File: config.mk
export PLATFORM = sky130hd
export DESIGN_NAME = time_set_controller_flat
export DESIGN_NICKNAME = d
export VERILOG_FILES = /design/src/rtl/time_set_controller_pkg.sv /design/src/rtl/time_set_controller_if.sv /design/src/rtl/time_set_controller_repeat_timer.sv /design/src/rtl/time_set_controller.sv /design/src/flat_wrapper.sv
export SDC_FILE = /design/constraint.sdc
export NUM_CORES = 1
export LEC_CHECK = 0
export BUFFER_PORTS_ARGS = -buffer_cell sky130_fd_sc_hd__buf_2
export CORE_MARGIN = 2
export CORE_UTILIZATION = 31
export DETAILED_ROUTE_END_ITERATION = 7
export REMOVE_ABC_BUFFERS = 1
export SLEW_MARGIN = 40
export SYNTH_ARGS = -nofsm -noshare
export SYNTH_HDL_FRONTEND = slang
export SYNTH_SLANG_ARGS = --single-unit
File: constraint.sdc
create_clock -name CLK -period 2.11 [get_ports CLK]
set_input_delay 0.3165 -clock CLK [delete_from_list [all_inputs] [get_ports CLK]]
set_output_delay 0.3165 -clock CLK [all_outputs]
set_load 0.03 [all_outputs]
File: src/rtl/time_set_controller_pkg.sv
`default_nettype none
// ============================================================================
//  Module      : time_pkg
//  Description : Shared types and constants for the time-setting controller:
//                session state encoding, field widths, default wrap limits
//                and a modular +/-1 helper used for field adjustment.
//  Revision    : 1.0  initial release
// ============================================================================
package time_pkg;

    typedef enum logic [1:0] {
        IDLE   = 2'd0,
        SET_H  = 2'd1,
        SET_M  = 2'd2,
        COMMIT = 2'd3
    } state_e;

    localparam int HOUR_W    = 5;
    localparam int MIN_W     = 6;
    localparam int DEF_MAX_H = 23;
    localparam int DEF_MAX_M = 59;

    // One step modulo (max_val + 1): max wraps to 0 going up, 0 wraps to
    // max going down, so the result never leaves [0, max_val].
    function automatic logic [7:0] wrap_step(input logic [7:0] value,
                                             input logic [7:0] max_val,
                                             input logic       up);
        if (up) begin
            return (value == max_val) ? 8'd0 : value + 8'd1;
        end
        return (value == 8'd0) ? max_val : value - 8'd1;
    endfunction

endpackage
`default_nettype wire

File: src/rtl/time_set_controller_if.sv
`default_nettype none
// ============================================================================
//  Module      : time_set_controller_if
//  Description : Button/time inputs and edit/commit outputs of the
//                time-setting controller.
//                master : drives tick_ms, buttons, cur_h/cur_m; receives the
//                         session outputs.
//                slave  : the controller side.
//  Revision    : 1.0  initial release
// ============================================================================
interface time_set_controller_if;
    import time_pkg::*;

    logic              tick_ms;
    logic              btn_set;
    logic              btn_up;
    logic              btn_down;
    logic [HOUR_W-1:0] cur_h;
    logic [MIN_W-1:0]  cur_m;
    logic              set_active;
    logic              field;
    logic [HOUR_W-1:0] edit_h;
    logic [MIN_W-1:0]  edit_m;
    logic              load;
    logic              blink_on;

    modport master (
        output tick_ms, btn_set, btn_up, btn_down, cur_h, cur_m,
        input  set_active, field, edit_h, edit_m, load, blink_on
    );

    modport slave (
        input  tick_ms, btn_set, btn_up, btn_down, cur_h, cur_m,
        output set_active, field, edit_h, edit_m, load, blink_on
    );
endinterface
`default_nettype wire

File: src/rtl/time_set_controller_repeat_timer.sv
`default_nettype none
// ============================================================================
//  Module      : repeat_timer
//  Description : Shared up/down button front end. Detects rising edges and
//                runs the hold/auto-repeat timing, emitting one-cycle step
//                pulses.
//  Ports       : clk, rst        clock, synchronous active-high reset
//                i_enable        session active; timers clear when low
//                i_tick          1 ms tick
//                i_up, i_down    debounced button levels
//                o_step_up/down  one-cycle step requests
//                o_activity      any up/down edge or repeat step
//  Revision    : 1.0  initial release
// ============================================================================
module repeat_timer #(
    parameter int HOLD_MS = 500,
    parameter int REP_MS  = 100
) (
    input  wire logic clk,
    input  wire logic rst,
    input  wire logic i_enable,
    input  wire logic i_tick,
    input  wire logic i_up,
    input  wire logic i_down,
    output logic      o_step_up,
    output logic      o_step_down,
    output logic      o_activity
);
    localparam int c_HOLD_W = $clog2(HOLD_MS + 1);
    localparam int c_REP_W  = $clog2(REP_MS + 1);
    localparam logic [c_HOLD_W-1:0] c_HOLD_LAST = c_HOLD_W'(HOLD_MS - 1);
    localparam logic [c_HOLD_W-1:0] c_HOLD_FULL = c_HOLD_W'(HOLD_MS);
    localparam logic [c_REP_W-1:0]  c_REP_LAST  = c_REP_W'(REP_MS - 1);

    logic                r_up_q;
    logic                r_down_q;
    logic [c_HOLD_W-1:0] r_hold;
    logic [c_REP_W-1:0]  r_rep;

    logic w_up_edge;
    logic w_down_edge;
    logic w_count;
    logic w_saturated;
    logic w_rep_fire;

    assign w_up_edge   = i_up & ~r_up_q;
    assign w_down_edge = i_down & ~r_down_q;
    // Only a single held button advances the timers; both or none clears them.
    assign w_count     = i_enable & (i_up ^ i_down);
    // The hold counter parks at HOLD_MS; from then on the repeat counter paces steps.
    assign w_saturated = (r_hold == c_HOLD_FULL);
    assign w_rep_fire  = w_count & i_tick &
                         (w_saturated ? (r_rep == c_REP_LAST) : (r_hold == c_HOLD_LAST));

    // An edge while the opposite button is down is not a step.
    assign o_step_up   = ~i_down & (w_up_edge | (w_rep_fire & i_up));
    assign o_step_down = ~i_up & (w_down_edge | (w_rep_fire & i_down));
    assign o_activity  = w_up_edge | w_down_edge | w_rep_fire;

    always_ff @(posedge clk) begin
        if (rst) begin
            r_up_q   <= 1'b0;
            r_down_q <= 1'b0;
            r_hold   <= '0;
            r_rep    <= '0;
        end else begin
            r_up_q   <= i_up;
            r_down_q <= i_down;
            if (!w_count) begin
                r_hold <= '0;
                r_rep  <= '0;
            end else if (i_tick) begin
                if (!w_saturated) begin
                    r_hold <= r_hold + 1'b1;
                end else if (r_rep == c_REP_LAST) begin
                    r_rep <= '0;
                end else begin
                    r_rep <= r_rep + 1'b1;
                end
            end
        end
    end
endmodule
`default_nettype wire

File: src/rtl/time_set_controller.sv
`default_nettype none
// ============================================================================
//  Module      : time_set_controller
//  Description : Time-setting session sequencer: hour field, minute field,
//                commit. Captures the running time on entry, edits a working
//                copy with wrap-around and auto-repeat, aborts on inactivity,
//                and emits a one-cycle load strobe plus the field blink.
//  Ports       : CLK    system clock
//                reset  synchronous active-high reset
//                bus    time_set_controller_if.slave (tick_ms, btn_set/up/down,
//                       cur_h/cur_m in; set_active, field, edit_h/edit_m,
//                       load, blink_on out)
//  Revision    : 1.0  initial release
// ============================================================================
module time_set_controller
    import time_pkg::*;
#(
    parameter int MAX_H      = DEF_MAX_H,
    parameter int MAX_M      = DEF_MAX_M,
    parameter int HOLD_MS    = 500,
    parameter int REP_MS     = 100,
    parameter int TIMEOUT_MS = 10000,
    parameter int BLINK_MS   = 250
) (
    input wire logic             CLK,
    input wire logic             reset,
    time_set_controller_if.slave bus
);
    localparam logic [1:0] c_ST_IDLE   = 2'(IDLE);
    localparam logic [1:0] c_ST_SET_H  = 2'(SET_H);
    localparam logic [1:0] c_ST_SET_M  = 2'(SET_M);
    localparam logic [1:0] c_ST_COMMIT = 2'(COMMIT);

    localparam int c_TO_W    = $clog2(TIMEOUT_MS + 1);
    localparam int c_BLINK_W = $clog2(BLINK_MS + 1);
    localparam logic [c_TO_W-1:0]    c_TO_LAST    = c_TO_W'(TIMEOUT_MS - 1);
    localparam logic [c_BLINK_W-1:0] c_BLINK_LAST = c_BLINK_W'(BLINK_MS - 1);

    logic [1:0]           r_state;
    logic                 r_set_q;
    logic [HOUR_W-1:0]    r_edit_h;
    logic [MIN_W-1:0]     r_edit_m;
    logic                 r_load;
    logic                 r_blink;
    logic [c_BLINK_W-1:0] r_blink_cnt;
    logic [c_TO_W-1:0]    r_inact;

    logic w_set_edge;
    logic w_in_session;
    logic w_step_up;
    logic w_step_down;
    logic w_activity;
    logic w_timeout;

    assign w_set_edge   = bus.btn_set & ~r_set_q;
    assign w_in_session = (r_state == c_ST_SET_H) | (r_state == c_ST_SET_M);
    assign w_timeout    = bus.tick_ms & ~w_activity & (r_inact == c_TO_LAST);

    repeat_timer #(
        .HOLD_MS (HOLD_MS),
        .REP_MS  (REP_MS)
    ) u_repeat_timer (
        .clk         (CLK),
        .rst         (reset),
        .i_enable    (w_in_session),
        .i_tick      (bus.tick_ms),
        .i_up        (bus.btn_up),
        .i_down      (bus.btn_down),
        .o_step_up   (w_step_up),
        .o_step_down (w_step_down),
        .o_activity  (w_activity)
    );

    always_ff @(posedge CLK) begin
        if (reset) begin
            r_state     <= c_ST_IDLE;
            r_set_q     <= 1'b0;
            r_edit_h    <= '0;
            r_edit_m    <= '0;
            r_load      <= 1'b0;
            r_blink     <= 1'b0;
            r_blink_cnt <= '0;
            r_inact     <= '0;
        end else begin
            r_set_q <= bus.btn_set;
            r_load  <= 1'b0;
            case (r_state)
                c_ST_IDLE: begin
                    r_blink     <= 1'b0;
                    r_blink_cnt <= '0;
                    r_inact     <= '0;
                    if (w_set_edge) begin
                        r_edit_h <= bus.cur_h;
                        r_edit_m <= bus.cur_m;
                        r_state  <= c_ST_SET_H;
                        r_blink  <= 1'b1;
                    end
                end
                c_ST_SET_H, c_ST_SET_M: begin
                    // Set has priority: any coincident step is dropped.
                    if (w_set_edge) begin
                        r_inact     <= '0;
                        r_blink_cnt <= '0;
                        if (r_state == c_ST_SET_H) begin
                            r_state <= c_ST_SET_M;
                            r_blink <= 1'b1;
                        end else begin
                            r_state <= c_ST_COMMIT;
                            r_blink <= 1'b0;
                            r_load  <= 1'b1;
                        end
                    end else if (w_timeout) begin
                        r_state     <= c_ST_IDLE;
                        r_blink     <= 1'b0;
                        r_blink_cnt <= '0;
                        r_inact     <= '0;
                    end else begin
                        if (w_activity) begin
                            r_inact <= '0;
                        end else if (bus.tick_ms) begin
                            r_inact <= r_inact + 1'b1;
                        end
                        if (w_step_up | w_step_down) begin
                            if (r_state == c_ST_SET_H) begin
                                r_edit_h <= HOUR_W'(wrap_step(8'(r_edit_h), 8'(MAX_H), w_step_up));
                            end else begin
                                r_edit_m <= MIN_W'(wrap_step(8'(r_edit_m), 8'(MAX_M), w_step_up));
                            end
                            r_blink     <= 1'b1;
                            r_blink_cnt <= '0;
                        end else if (bus.tick_ms) begin
                            if (r_blink_cnt == c_BLINK_LAST) begin
                                r_blink     <= ~r_blink;
                                r_blink_cnt <= '0;
                            end else begin
                                r_blink_cnt <= r_blink_cnt + 1'b1;
                            end
                        end
                    end
                end
                default: begin
                    // COMMIT lasts one cycle; load is already high.
                    r_state <= c_ST_IDLE;
                    r_blink <= 1'b0;
                end
            endcase
        end
    end

    assign bus.set_active = w_in_session;
    assign bus.field      = (r_state == c_ST_SET_M);
    assign bus.edit_h     = r_edit_h;
    assign bus.edit_m     = r_edit_m;
    assign bus.load       = r_load;
    assign bus.blink_on   = r_blink;
endmodule
`default_nettype wire

File: src/flat_wrapper.sv
// flat-port wrapper written by rule: the top's interface ports become plain ports
module time_set_controller_flat import time_pkg::*;
#(
    parameter int MAX_H      = DEF_MAX_H,
    parameter int MAX_M      = DEF_MAX_M,
    parameter int HOLD_MS    = 500,
    parameter int REP_MS     = 100,
    parameter int TIMEOUT_MS = 10000,
    parameter int BLINK_MS   = 250
)
  (CLK, reset, bus_tick_ms, bus_btn_set, bus_btn_up, bus_btn_down, bus_cur_h, bus_cur_m, bus_set_active, bus_field, bus_edit_h, bus_edit_m, bus_load, bus_blink_on);
  time_set_controller_if bus_i ();
  input wire logic CLK;
  input wire logic reset;
  input wire logic [$bits(bus_i.tick_ms)-1:0] bus_tick_ms;
  input wire logic [$bits(bus_i.btn_set)-1:0] bus_btn_set;
  input wire logic [$bits(bus_i.btn_up)-1:0] bus_btn_up;
  input wire logic [$bits(bus_i.btn_down)-1:0] bus_btn_down;
  input wire logic [$bits(bus_i.cur_h)-1:0] bus_cur_h;
  input wire logic [$bits(bus_i.cur_m)-1:0] bus_cur_m;
  output wire logic [$bits(bus_i.set_active)-1:0] bus_set_active;
  output wire logic [$bits(bus_i.field)-1:0] bus_field;
  output wire logic [$bits(bus_i.edit_h)-1:0] bus_edit_h;
  output wire logic [$bits(bus_i.edit_m)-1:0] bus_edit_m;
  output wire logic [$bits(bus_i.load)-1:0] bus_load;
  output wire logic [$bits(bus_i.blink_on)-1:0] bus_blink_on;
  assign bus_i.tick_ms = bus_tick_ms;
  assign bus_i.btn_set = bus_btn_set;
  assign bus_i.btn_up = bus_btn_up;
  assign bus_i.btn_down = bus_btn_down;
  assign bus_i.cur_h = bus_cur_h;
  assign bus_i.cur_m = bus_cur_m;
  assign bus_set_active = bus_i.set_active;
  assign bus_field = bus_i.field;
  assign bus_edit_h = bus_i.edit_h;
  assign bus_edit_m = bus_i.edit_m;
  assign bus_load = bus_i.load;
  assign bus_blink_on = bus_i.blink_on;
  time_set_controller #(.MAX_H(MAX_H), .MAX_M(MAX_M), .HOLD_MS(HOLD_MS), .REP_MS(REP_MS), .TIMEOUT_MS(TIMEOUT_MS), .BLINK_MS(BLINK_MS)) u_core (.CLK(CLK), .reset(reset), .bus(bus_i));
endmodule
==> results of run 1 <==
## worst register-to-register path, stage by stage (launching register included)
cell	delay (ps)
dfxtp_1	330
or4b_4	580
o211ai_4	240
nand4b_4	140
a21o_1	230
or4_4	490
a211oi_2	190
## layer usage
layer / part of all wire (%) / GRT usage, % / vias up
met3: 3.6 / 2.02 / 9
met4: 1.3 / 5.15 / 0
met2: 51 / 28.8 / 61
li1: - / - / 1747
met1: 45 / 20.9 / 1659
met5: 0 / 0 / -
## final cells by class
type / count / share of cell area [%]
Multi-Input combinational cell: 323 / 51.1
Sequential cell: 56 / 24.4
Clock buffer: 5 / 1.48
Clock inverter: 3 / 0.567
Timing Repair Buffer: 105 / 16.7
Inverter: 24 / 1.94
Tap cell: 140 / 3.78
## state kept, by name, indices dropped and copies added, names as in the netlist
signal                          cells
u_core.u_repeat_timer.r_rep         7
u_core.r_state                      2
u_core.r_inact                     14
u_core.bus.blink_on                 1
u_core.r_set_q                      1
u_core.bus.edit_m                   6
u_core.u_repeat_timer.r_down_q      1
u_core.bus.edit_h                   5
u_core.u_repeat_timer.r_hold        9
u_core.bus.load                     1
u_core.r_blink_cnt                  8
u_core.u_repeat_timer.r_up_q        1
## logic make-up (layout without fill, tap and decap cells)
logic type	Yosys count	count (layout)	share of synthesized area, %
DFF	56	56	32.6
adders and majority gates	15	15	5.45
xor gates and xnor gates	31	31	7.89
muxes	7	7	2.40
AOI/OAI and AO/OA	104	104	22.1
buffers and inverters	42	137	4.62
and+or+nand+nor	166	166	24.9
## what timing repair did
item                                    in CTS  in global routing
pin swaps                                   10                 20
buffers inserted                             0                  6
hold buffers                                 0                  0
gates cloned                                 0                  2
resized for setup                           28                 33
endpoints found under the setup margin      39                 43
## final timing paths
check / from / end / slack, ps
hold / removal: bus_btn_set / u_core.r_set_q / 260
setup / recovery: u_core.u_repeat_timer.r_rep[3] / u_core.r_blink_cnt[5] / -160
hold reg to reg: u_core.r_inact[3] / u_core.r_inact[3] / 520
setup reg to reg: u_core.u_repeat_timer.r_rep[3] / u_core.r_blink_cnt[5] / -160
## power groups by stage
stage	combinational [uW]	clock (uW)	sequential [uW]
after floorplan	479	0	1310
after global placement	901	0	1210
after detailed placement	909	0	1220
after CTS	951	659	1190
after global routing	1130	698	1210
final	1040	635	1200
## metrics by stage
stage | power [uW] | setup WS [ps] | cells | cell area (sq um) | setup TNS (ps)
2_1_floorplan | 1790 | -796 | 403 | 3370 | -24930
5_1_grt | 3040 | -244 | 656 | 4630 | -5410
3_5_place_dp | 2120 | -260 | 640 | 4210 | -3980
3_3_place_gp | 2120 | -183 | 640 | 4210 | -2880
6_report | 2870 | -158 | 656 | 4630 | -1370
4_1_cts | 2800 | -157 | 648 | 4430 | -2470
## layout by cell type, fill, tap and decap left out, types with 3 or more instances in the layout
cell	synthesis	layout
dfxtp_1	56	49
nor2_1	45	45
buf_2	1	31
buf_6	0	5
or4_4	0	4
a31oi_1	4	4
ha_1	15	13
xor2_1	15	15
clkbuf_8	0	5
nand2b_1	6	6
nor2b_1	5	5
nor4_1	5	3
a311oi_1	6	6
o21a_1	6	5
inv_1	24	22
or3_1	7	7
a211oi_1	10	5
nand3_1	14	12
nand2_1	34	31
a21oi_1	14	12
o32ai_1	5	4
nor3_1	14	11
o31ai_1	7	6
o211ai_1	6	6
o21ai_0	17	15
mux2i_1	6	6
and3_1	3	3
buf_4	0	65
nor3_2	0	3
nor4b_1	3	3
xnor2_1	16	16
dfxtp_2	0	7
a211oi_2	0	5
nand4_1	14	14
==> metrics.md, run 1 <==
| Metric | Value |
|---|---|
| Outcome | `complete, but fails checks` |
| Failing checks | `negative setup slack` |
| Synth top area cells | `dfxtp_1 (33%), ha_1 (5.5%), nor2_1 (4.9%)` |
| Min Tclk post-route | `2270 ps` |
| First-pass GRT wire length | `15.9 mm` |
| Worst vdd ir | `a little under 0.3 mV` |
| Diodes inserted | `0` |
| GRT Util Overall | `16.4%` |
| Max-cap violations | `0` |
| Commonest cells post-synth | `dfxtp_1 (56), nor2_1 (45), nand2_1 (34)` |
| Antenna violations before repair | `0` |
| H-tree depth | `2` |
| Number of fill cells in the layout | `1126` |
| Share of cells above drive strength 1 | `32.4%` |
| Drt wl/cell | `14.8 microns` |
| Clk_skew | `7.91 ps` |
| Pin count of the biggest net entering global routing | `22` |
| Average vias per placed instance | `5.30` |
| CTS tree | `done` |
| Sequential Power Share | `41.7%` |
| Critical Path Max Stage Delay | `580 ps` |
| Total via count in the routed design | `between 3k and 4k` |
| Largest area contributor in the netlist | `dfxtp_1` |
| Buffers on Ports | `31` |
| I/O pins | `32` |
| Die Wd | `109 microns` |
| Library cells used by synthesis | `63` |
| Vias in the first global route | `3435` |
| Hold Path Class | `input port to flip-flop` |
| Initial DRC Count | `170` |
| Critical path launch point type | `flip-flop` |
| Hold path depth | `2` |
| Post-Syn Area per Cell | `8.17 sq um` |
| Fmax | `441 MHz` |
| Initial Util | `a little under a third` |
| Area share of the largest cell type after synthesis | `between 30% and 40%` |
| Drt total wl | `9.70 mm` |
| Ys flop type | `dfxtp_1` |
| Overflow after GRT | `0` |
| Final ANT Viol Nets | `0` |
| FFs w/ async S/R, synth | `0%` |
| Critical path depth | `6` |
| Power share of the clock group | `22.1%` |
| Worst Setup Path Type | `flip-flop to flip-flop` |
| Fin nets | `547` |
| DP HPWL | `6.87 mm` |
| Root cell of the clock tree | `clkbuf_8` |
| First-pass iteration count of the detailed router | `4` |
| Int Pwr | `1800 uW` |
| Worst slew pin tran | `630 ps` |
| RSZ-0062 raised after global routing | `true` |
| Lkg Pwr | `0.00175 uW` |
| Fin. max-slew vios | `0` |
| Most frequent cell after synthesis | `dfxtp_1` |
| Final Wtd Congestion | `0.855` |
| Slowest CP cell | `or4b_4` |
| Crit path required time | `between 2000 and 2500 ps` |
| Worst-skew pair later-pin latency | `320 ps` |
| Worst Path Arrival | `2510 ps` |
| Switching Share | `37.1%` |
| Final setup viols | `32` |
| Longest Clk Path Bufs | `2` |
| Flip-flop and latch area | `1130 sq um` |
| Util after Layout | `42.8%` |
| Critical path's top delay family | `simple AND/OR/NAND/NOR gates` |
| Buf+Inv Stages, Crit Path | `0` |
| P_sw | `1060 uW` |
| Maximum fanout along the worst path | `5` |
| WHS | `262 ps` |
| Worst-path cell chain | `or4b_4 -> o211ai_4 -> nand4b_4 -> a21o_1 -> or4_4 -> a211oi_2` |
| Number of synthesized register bits | `56` |
| Final setup margin | `-158 ps` |
| PwrDens | `619 nW/um^2` |
| Multi-input logic area | `2370 sq um` |
| Mapped cell area | `~3400 sq um` |
| Synth Instances | `421` |
| Total clock sinks | `56` |
| Comb pwr share | `36.2%` |
| Die area | `about 12000 sq um` |
| Worst reg-to-reg path cell count | `6` |
| Worst Setup End Kind | `flip-flop` |
| Final count of hold timing violations | `0` |
| Post-synthesis sequential area ratio | `approximately a third` |
| Post-synth EDFFs | `0` |
| Core footprint | `10800 sq um` |
| Residual DRC count | `0` |
| P&R area growth vs syn | `34.7%` |
| Clock-pin slew on the worst setup and hold paths | `around 100 ps` |
| Row count | `38` |
| Rel. slew slack | `between 50% and 60%` |
| TritonCTS buffer count | `5` |
| Fin crit share | `107%` |
| Synth warn | `0` |
| Die Y | `109 microns` |
Note: power is estimated with default switching activity, not from simulation.
==> inputs of run 2 (changes only) <==
--- a/config.mk
+++ b/config.mk
@@ -6,6 +6,7 @@
 export NUM_CORES = 1
 export LEC_CHECK = 0
 export BUFFER_PORTS_ARGS = -buffer_cell sky130_fd_sc_hd__buf_2
+export CORE_ASPECT_RATIO = 0.8
 export CORE_MARGIN = 2
 export CORE_UTILIZATION = 31
 export DETAILED_ROUTE_END_ITERATION = 7
==> metrics.md, run 2 (synthesized netlist as in run 1, its figures left out) <==
| Metric | Value |
|---|---|
| Total clock sinks | `56 (unchanged)` |
| Commonest non-fill, non-tap cells in the layout | `buf_4 (62), dfxtp_1 (48), nor2_1 (42)` |
| Die Y | `98.2 microns (-10%)` |
| Reg2Reg Launch Point | `u_core.u_repeat_timer.r_rep[4]` |
| Pin count of the biggest net entering global routing | `22 (unchanged)` |
| Overflow after GRT | `0 (unchanged)` |
| Vias in the first global route | `3267 (-4.9%)` |
| Worst Hold Path EP | `u_core.r_set_q` |
| Largest Register | `u_core.r_inact` |
| Longest Clk Path Bufs | `2 (unchanged)` |
| Fmax | `440 MHz (-0.18%)` |
| Maximum fanout along the worst path | `5 (unchanged)` |
| Diodes inserted | `0 (unchanged)` |
| DP HPWL | `6.82 mm (-0.74%)` |
| Flip-flop and latch area | `1130 sq um (+0.11%)` |
| Initial Util | `31.7% (about the same)` |
| Multi-input logic area | `2420 sq um (+2.2%)` |
| Max reg flops | `14 (unchanged)` |
| Design area | `4720 sq um (+1.9%)` |
| RSZ-0062 raised after global routing | `true` |
| Crit path required time | `2350 ps (about the same)` |
| Min Tclk post-route | `2270 ps (+3.98 ps)` |
| Max-cap violations | `0 (unchanged)` |
| First-pass GRT wire length | `16.0 mm (+0.48%)` |
| Fin crit share | `108% (+0.19 points)` |
| Largest registers | `u_core.r_inact (14), u_core.u_repeat_timer.r_hold (9), u_core.r_blink_cnt (8)` |
| Row count | `34 (-11%)` |
| Failing checks | `negative setup slack` |
| Average vias per placed instance | `5.23 (-1.2%)` |
| PwrDens | `663 nW/um^2 (+7.2%)` |
| H-tree depth | `2 (unchanged)` |
| Post-CTS Hold Buffers | `0 (unchanged)` |
| Final Wtd Congestion | `0.910 (+6.5%)` |
| First-pass iteration count of the detailed router | `6 (+2)` |
| Worst slew pin tran | `831 ps (+201 ps)` |
| Post-route setup TNS | `-1080 ps (+284 ps)` |
| Hold_sp | `bus_btn_set` |
| Most common cell after layout, fill and taps aside | `buf_4` |
| Worst Setup End Kind | `flip-flop` |
| Antenna violations before repair | `0 (unchanged)` |
| Residual DRC count | `0 (unchanged)` |
| Final count of hold timing violations | `0 (unchanged)` |
| Root cell of the clock tree | `clkbuf_16` |
| Die Wd | `122 microns (+11%)` |
| Rel. slew slack | `44.5% (-13 points)` |
| Worst-skew pair later-pin latency | `310 ps (about the same)` |
| Fin. max-slew vios | `0 (unchanged)` |
| Buffers on Ports | `31 (unchanged)` |
| Clk_skew | `7.66 ps (-0.250 ps)` |
| CTS tree | `done` |
| Critical path launch point type | `flip-flop` |
| TritonCTS buffer count | `5 (unchanged)` |
| Reg2reg setup slack | `-160 ps (about the same)` |
| Share of cells above drive strength 1 | `33.3% (+0.90 points)` |
| Worst Path Arrival | `2510 ps (about the same)` |
| Worst Setup Path Type | `flip-flop to flip-flop` |
| Initial DRC Count | `195 (+15%)` |
| Worst vdd ir | `0.317 mV (+7.9%)` |
| Core footprint | `10800 sq um (about the same)` |
| Worst reg-to-reg path cell count | `6 (unchanged)` |
| Clock-pin slew on the worst setup and hold paths | `80 ps (-20 ps)` |
| Final ANT Viol Nets | `0 (unchanged)` |
| Final setup viols | `15 (-53%)` |
| Lkg Pwr | `0.00177 uW (+1.2%)` |
| P&R area growth vs syn | `37.2%` |
| Final setup margin | `-162 ps (-3.98 ps)` |
| Outcome | `complete, but fails checks` |
| Hold path depth | `2 (unchanged)` |
| Total via count in the routed design | `3444 (-0.92%)` |
| Fin nets | `545 (-0.37%)` |
| Die area | `12000 sq um (about the same)` |
| Drt wl/cell | `15.0 microns (+1.1%)` |
| Drt total wl | `9.84 mm (+1.4%)` |
| Number of fill cells in the layout | `1083 (-3.8%)` |
| Cell Area, Placed | `4210 sq um (about the same)` |
| GRT Util Overall | `16.3% (-0.084 points)` |
| Hold Path Class | `input port to flip-flop` |
| Worst reg2reg endpoint | `u_core.r_blink_cnt[4]` |
| Worst slack at placement | `-241 ps (+18.7 ps)` |
| I/O pins | `32 (unchanged)` |
run 2: changes by cell type in the layout (fill, tap and decap cells not counted), sizes merged:
cell,change
clkbuf,+1
clkdlybuf4s15,-1
clkinv,-1
clkinvlp,+1
inv,-2
run 2: layer usage:
metal,track usage (%),vias up,share of wire (%)
met5,0,-,0
met4,3.54,0,1.0
met2,25.0,67,46
li1,-,1731,-
met3,3.10,8,4.8
met1,23.8,1638,48
run 2: final cells by class:
type,instances,area share (%)
clock buffer,7,3.02
clock inverter,1,0.159
inverter,24,1.91
multi-input combinational,323,51.2
sequential,56,24.0
tap,144,3.82
timing repair buffer,103,15.9
run 2: stage by stage:
stage | hold slack [ps] | power, uW | instances | utilization [%]
2_1_floorplan | 383 | 1790 | 403 | -
3_3_place_gp | 471 | 2100 | 643 | 38.8
3_5_place_dp | 477 | 2110 | 643 | 38.8
4_1_cts | 252 | 3030 | 654 | 41.4
5_1_grt | 262 | 3290 | 658 | 43.5
6_report | 246 | 3130 | 658 | 43.5
run 2: critical path: stages, from the launching register on:
cell	delay [ps]
dfxtp_2	320
or4b_4	560
o211ai_4	220
nand4b_4	160
a21o_4	260
or4_4	480
a211oi_2	210
run 2: power breakdown:
part	switching, uW	internal [uW]
combinational	608	432
sequential	86.5	1110
clock	419	475
total	1110	2020
run 2: worst max path at each step:
stage,startpoint,to,cells after the start
3_5_place_dp,u_core.r_state[0],u_core.r_blink_cnt[5],8
3_3_place_gp,bus_btn_down,u_core.r_blink_cnt[4],7
5_1_grt,u_core.u_repeat_timer.r_rep[4],u_core.r_blink_cnt[4],6
2_1_floorplan,u_core.r_state[0],u_core.bus.edit_m[0],8
4_1_cts,u_core.r_state[0],u_core.r_blink_cnt[4],8
6_report,u_core.u_repeat_timer.r_rep[4],u_core.r_blink_cnt[4],6
run 2: what timing repair did:
item / CTS / global route
gates resized for setup: 28 / 49
pin swaps: 17 / 28
setup buffers: 3 / 5
endpoints found under the setup margin: 34 / 44
==> inputs of run 3 (changes only) <==
--- a/config.mk
+++ b/config.mk
@@ -10,6 +10,7 @@
 export CORE_MARGIN = 2
 export CORE_UTILIZATION = 31
 export DETAILED_ROUTE_END_ITERATION = 7
+export RECOVER_POWER = 25
 export REMOVE_ABC_BUFFERS = 1
 export SLEW_MARGIN = 40
 export SYNTH_ARGS = -nofsm -noshare
==> metrics.md, run 3 (synthesized netlist as in run 1, its figures left out) <==
| Metric | Value |
|---|---|
| Outcome | `complete, but fails checks` |
| Failing checks | `negative setup slack` |
| Commonest non-fill, non-tap cells in the layout | `buf_4 (60), dfxtp_1 (48), nor2_1 (42)` |
| TritonCTS buffer count | `5 (unchanged)` |
| Reg2Reg Launch Point | `u_core.u_repeat_timer.r_rep[4]` |
| Clock-pin slew on the worst setup and hold paths | `80 ps (about the same)` |
| Cell Area, Placed | `4210 sq um (unchanged)` |
| Worst Path Arrival | `2510 ps (about the same)` |
| Fin. max-slew vios | `0 (unchanged)` |
| Overall power | `3130 uW (-0.14%)` |
| Longest Clk Path Bufs | `2 (unchanged)` |
| Buffers on Ports | `31 (unchanged)` |
| Maximum fanout along the worst path | `5 (unchanged)` |
| I/O pins | `32 (unchanged)` |
| RSZ-0062 raised after global routing | `true` |
| DP HPWL | `6.82 mm (unchanged)` |
| Vias in the first global route | `3267 (unchanged)` |
| P&R area growth vs syn | `37.0%` |
| Worst vdd ir | `0.317 mV (-0.22%)` |
| Drt total wl | `9.83 mm (-0.13%)` |
| Largest Register | `u_core.r_inact` |
| Worst reg-to-reg path cell count | `6 (unchanged)` |
| Final Wtd Congestion | `0.910 (unchanged)` |
| Die Y | `98.2 microns (unchanged)` |
| Hold_sp | `bus_btn_set` |
| Worst Hold Path EP | `u_core.r_set_q` |
| Fin nets | `545 (unchanged)` |
| CTS tree | `done` |
| GRT Util Overall | `16.3% (unchanged)` |
| Min Tclk post-route | `2270 ps (+0.0880 ps)` |
| Largest registers | `u_core.r_inact (14), u_core.u_repeat_timer.r_hold (9), u_core.r_blink_cnt (8)` |
| Total clock sinks | `56 (unchanged)` |
| Die area | `12000 sq um (unchanged)` |
| Average vias per placed instance | `5.25 (+0.35%)` |
| Root cell of the clock tree | `clkbuf_16` |
| Fin crit share | `108% (about the same)` |
| Worst Setup End Kind | `flip-flop` |
| Overflow after GRT | `0 (unchanged)` |
| Dpl cells | `643 (unchanged)` |
| Rel. slew slack | `44.5% (+0.053 points)` |
| PwrDens | `664 nW/um^2 (about the same)` |
| Util after Layout | `43.5% (-0.069 points)` |
| Total via count in the routed design | `3456 (+0.35%)` |
| Share of cells above drive strength 1 | `32.9% (-0.39 points)` |
| Critical path launch point type | `flip-flop` |
| Final setup margin | `-162 ps (-0.0880 ps)` |
| Initial DRC Count | `191 (-2.1%)` |
| Lkg Pwr | `0.00176 uW (-0.41%)` |
| Hold path depth | `2 (unchanged)` |
| Final Non-Filler Cells | `658 (unchanged)` |
| WHS | `248 ps (+1.58 ps)` |
| Worst slew pin tran | `830 ps (-0.791 ps)` |
| Worst reg2reg endpoint | `u_core.r_blink_cnt[4]` |
| Initial Util | `31.7% (unchanged)` |
| Core footprint | `10800 sq um (unchanged)` |
| Pin count of the biggest net entering global routing | `22 (unchanged)` |
| Row count | `34 (unchanged)` |
| Design area | `4710 sq um (-0.16%)` |
| Most common cell after layout, fill and taps aside | `buf_4` |
| Final ANT Viol Nets | `0 (unchanged)` |
| Post-CTS Hold Buffers | `0 (unchanged)` |
| Crit path required time | `2340 ps (about the same)` |
| Final setup viols | `15 (unchanged)` |
| Drt wl/cell | `14.9 microns (-0.13%)` |
| Die Wd | `122 microns (unchanged)` |
| Diodes inserted | `0 (unchanged)` |
| Reg2reg setup slack | `-160 ps (about the same)` |
| Antenna violations before repair | `0 (unchanged)` |
| First-pass iteration count of the detailed router | `7 (+1)` |
| Fmax | `440 MHz (about the same)` |
| Worst-skew pair later-pin latency | `310 ps (about the same)` |
| Final count of hold timing violations | `0 (unchanged)` |
| Worst Setup Path Type | `flip-flop to flip-flop` |
| Residual DRC count | `0 (unchanged)` |
| Max reg flops | `14 (unchanged)` |
| Max-cap violations | `0 (unchanged)` |
| Hold Path Class | `input port to flip-flop` |
| First-pass GRT wire length | `16.0 mm (unchanged)` |
| H-tree depth | `2 (unchanged)` |
| Clk_skew | `7.61 ps (-0.0586 ps)` |
| Number of fill cells in the layout | `1084 (+0.092%)` |
-- run 3: cell count changes in the layout (fill, tap and decap cells not counted) --
| cell | change |
|---|---|
| clkbuf_1 | +2 |
| buf_4 | -2 |
-- run 3: how the worst max path moves through the flow --
stage	start	end
after floorplan	u_core.r_state[0]	u_core.bus.edit_m[0]
after global placement	bus_btn_down	u_core.r_blink_cnt[4]
after detailed placement	u_core.r_state[0]	u_core.r_blink_cnt[5]
after CTS	u_core.r_state[0]	u_core.r_blink_cnt[4]
after global routing	u_core.u_repeat_timer.r_rep[4]	u_core.r_blink_cnt[4]
final	u_core.u_repeat_timer.r_rep[4]	u_core.r_blink_cnt[4]
-- run 3: worst max-delay path, stage by stage (launching register included) --
cell      delay, ps
dfxtp_2         320
or4b_4          560
o211ai_4        220
nand4b_4        160
a21o_4          260
or4_4           480
a211oi_2        210
-- run 3: metal layers --
metal	part of all wire (%)	track usage [%]	vias up
met3	4.8	3.10	8
met5	0	0	-
li1	-	-	1731
met1	48	23.8	1642
met2	46	25.0	75
met4	1.0	3.54	0
-- run 3: where the power goes --
group / total (uW) / switching, uW / internal (uW) / leakage, uW
Sequential: 1200 / 86.7 / 1110 / 0.000459
Combinational: 1040 / 607 / 430 / 0.00123
Clock: 892 / 417 / 475 / 0.0000701
Total: 3130 / 1110 / 2020 / 0.00176
-- run 3: stage by stage --
| stage | worst slack, ps | setup TNS [ps] |
|---|---|---|
| final | -162 | -1060 |
| after global routing | -237 | -2700 |
| after CTS | -228 | -2310 |
| after detailed placement | -241 | -2320 |
| after global placement | -173 | -1940 |
| after floorplan | -796 | -24930 |
-- run 3: cell type report --
type	instances	area, sq um	share of cell area (%)
sequential	56	1130	24.0
tap	144	180	3.82
clock inverter	1	7.51	0.159
timing repair buffer	103	743	15.8
inverter	24	90.1	1.91
multi-input combinational	323	2420	51.3
clock buffer	7	143	3.03
-- run 3: what timing repair did --
action	CTS	global route
buffers inserted	3	5
resized for setup	28	49
pin swaps	17	28
endpoints found under the setup margin	34	44
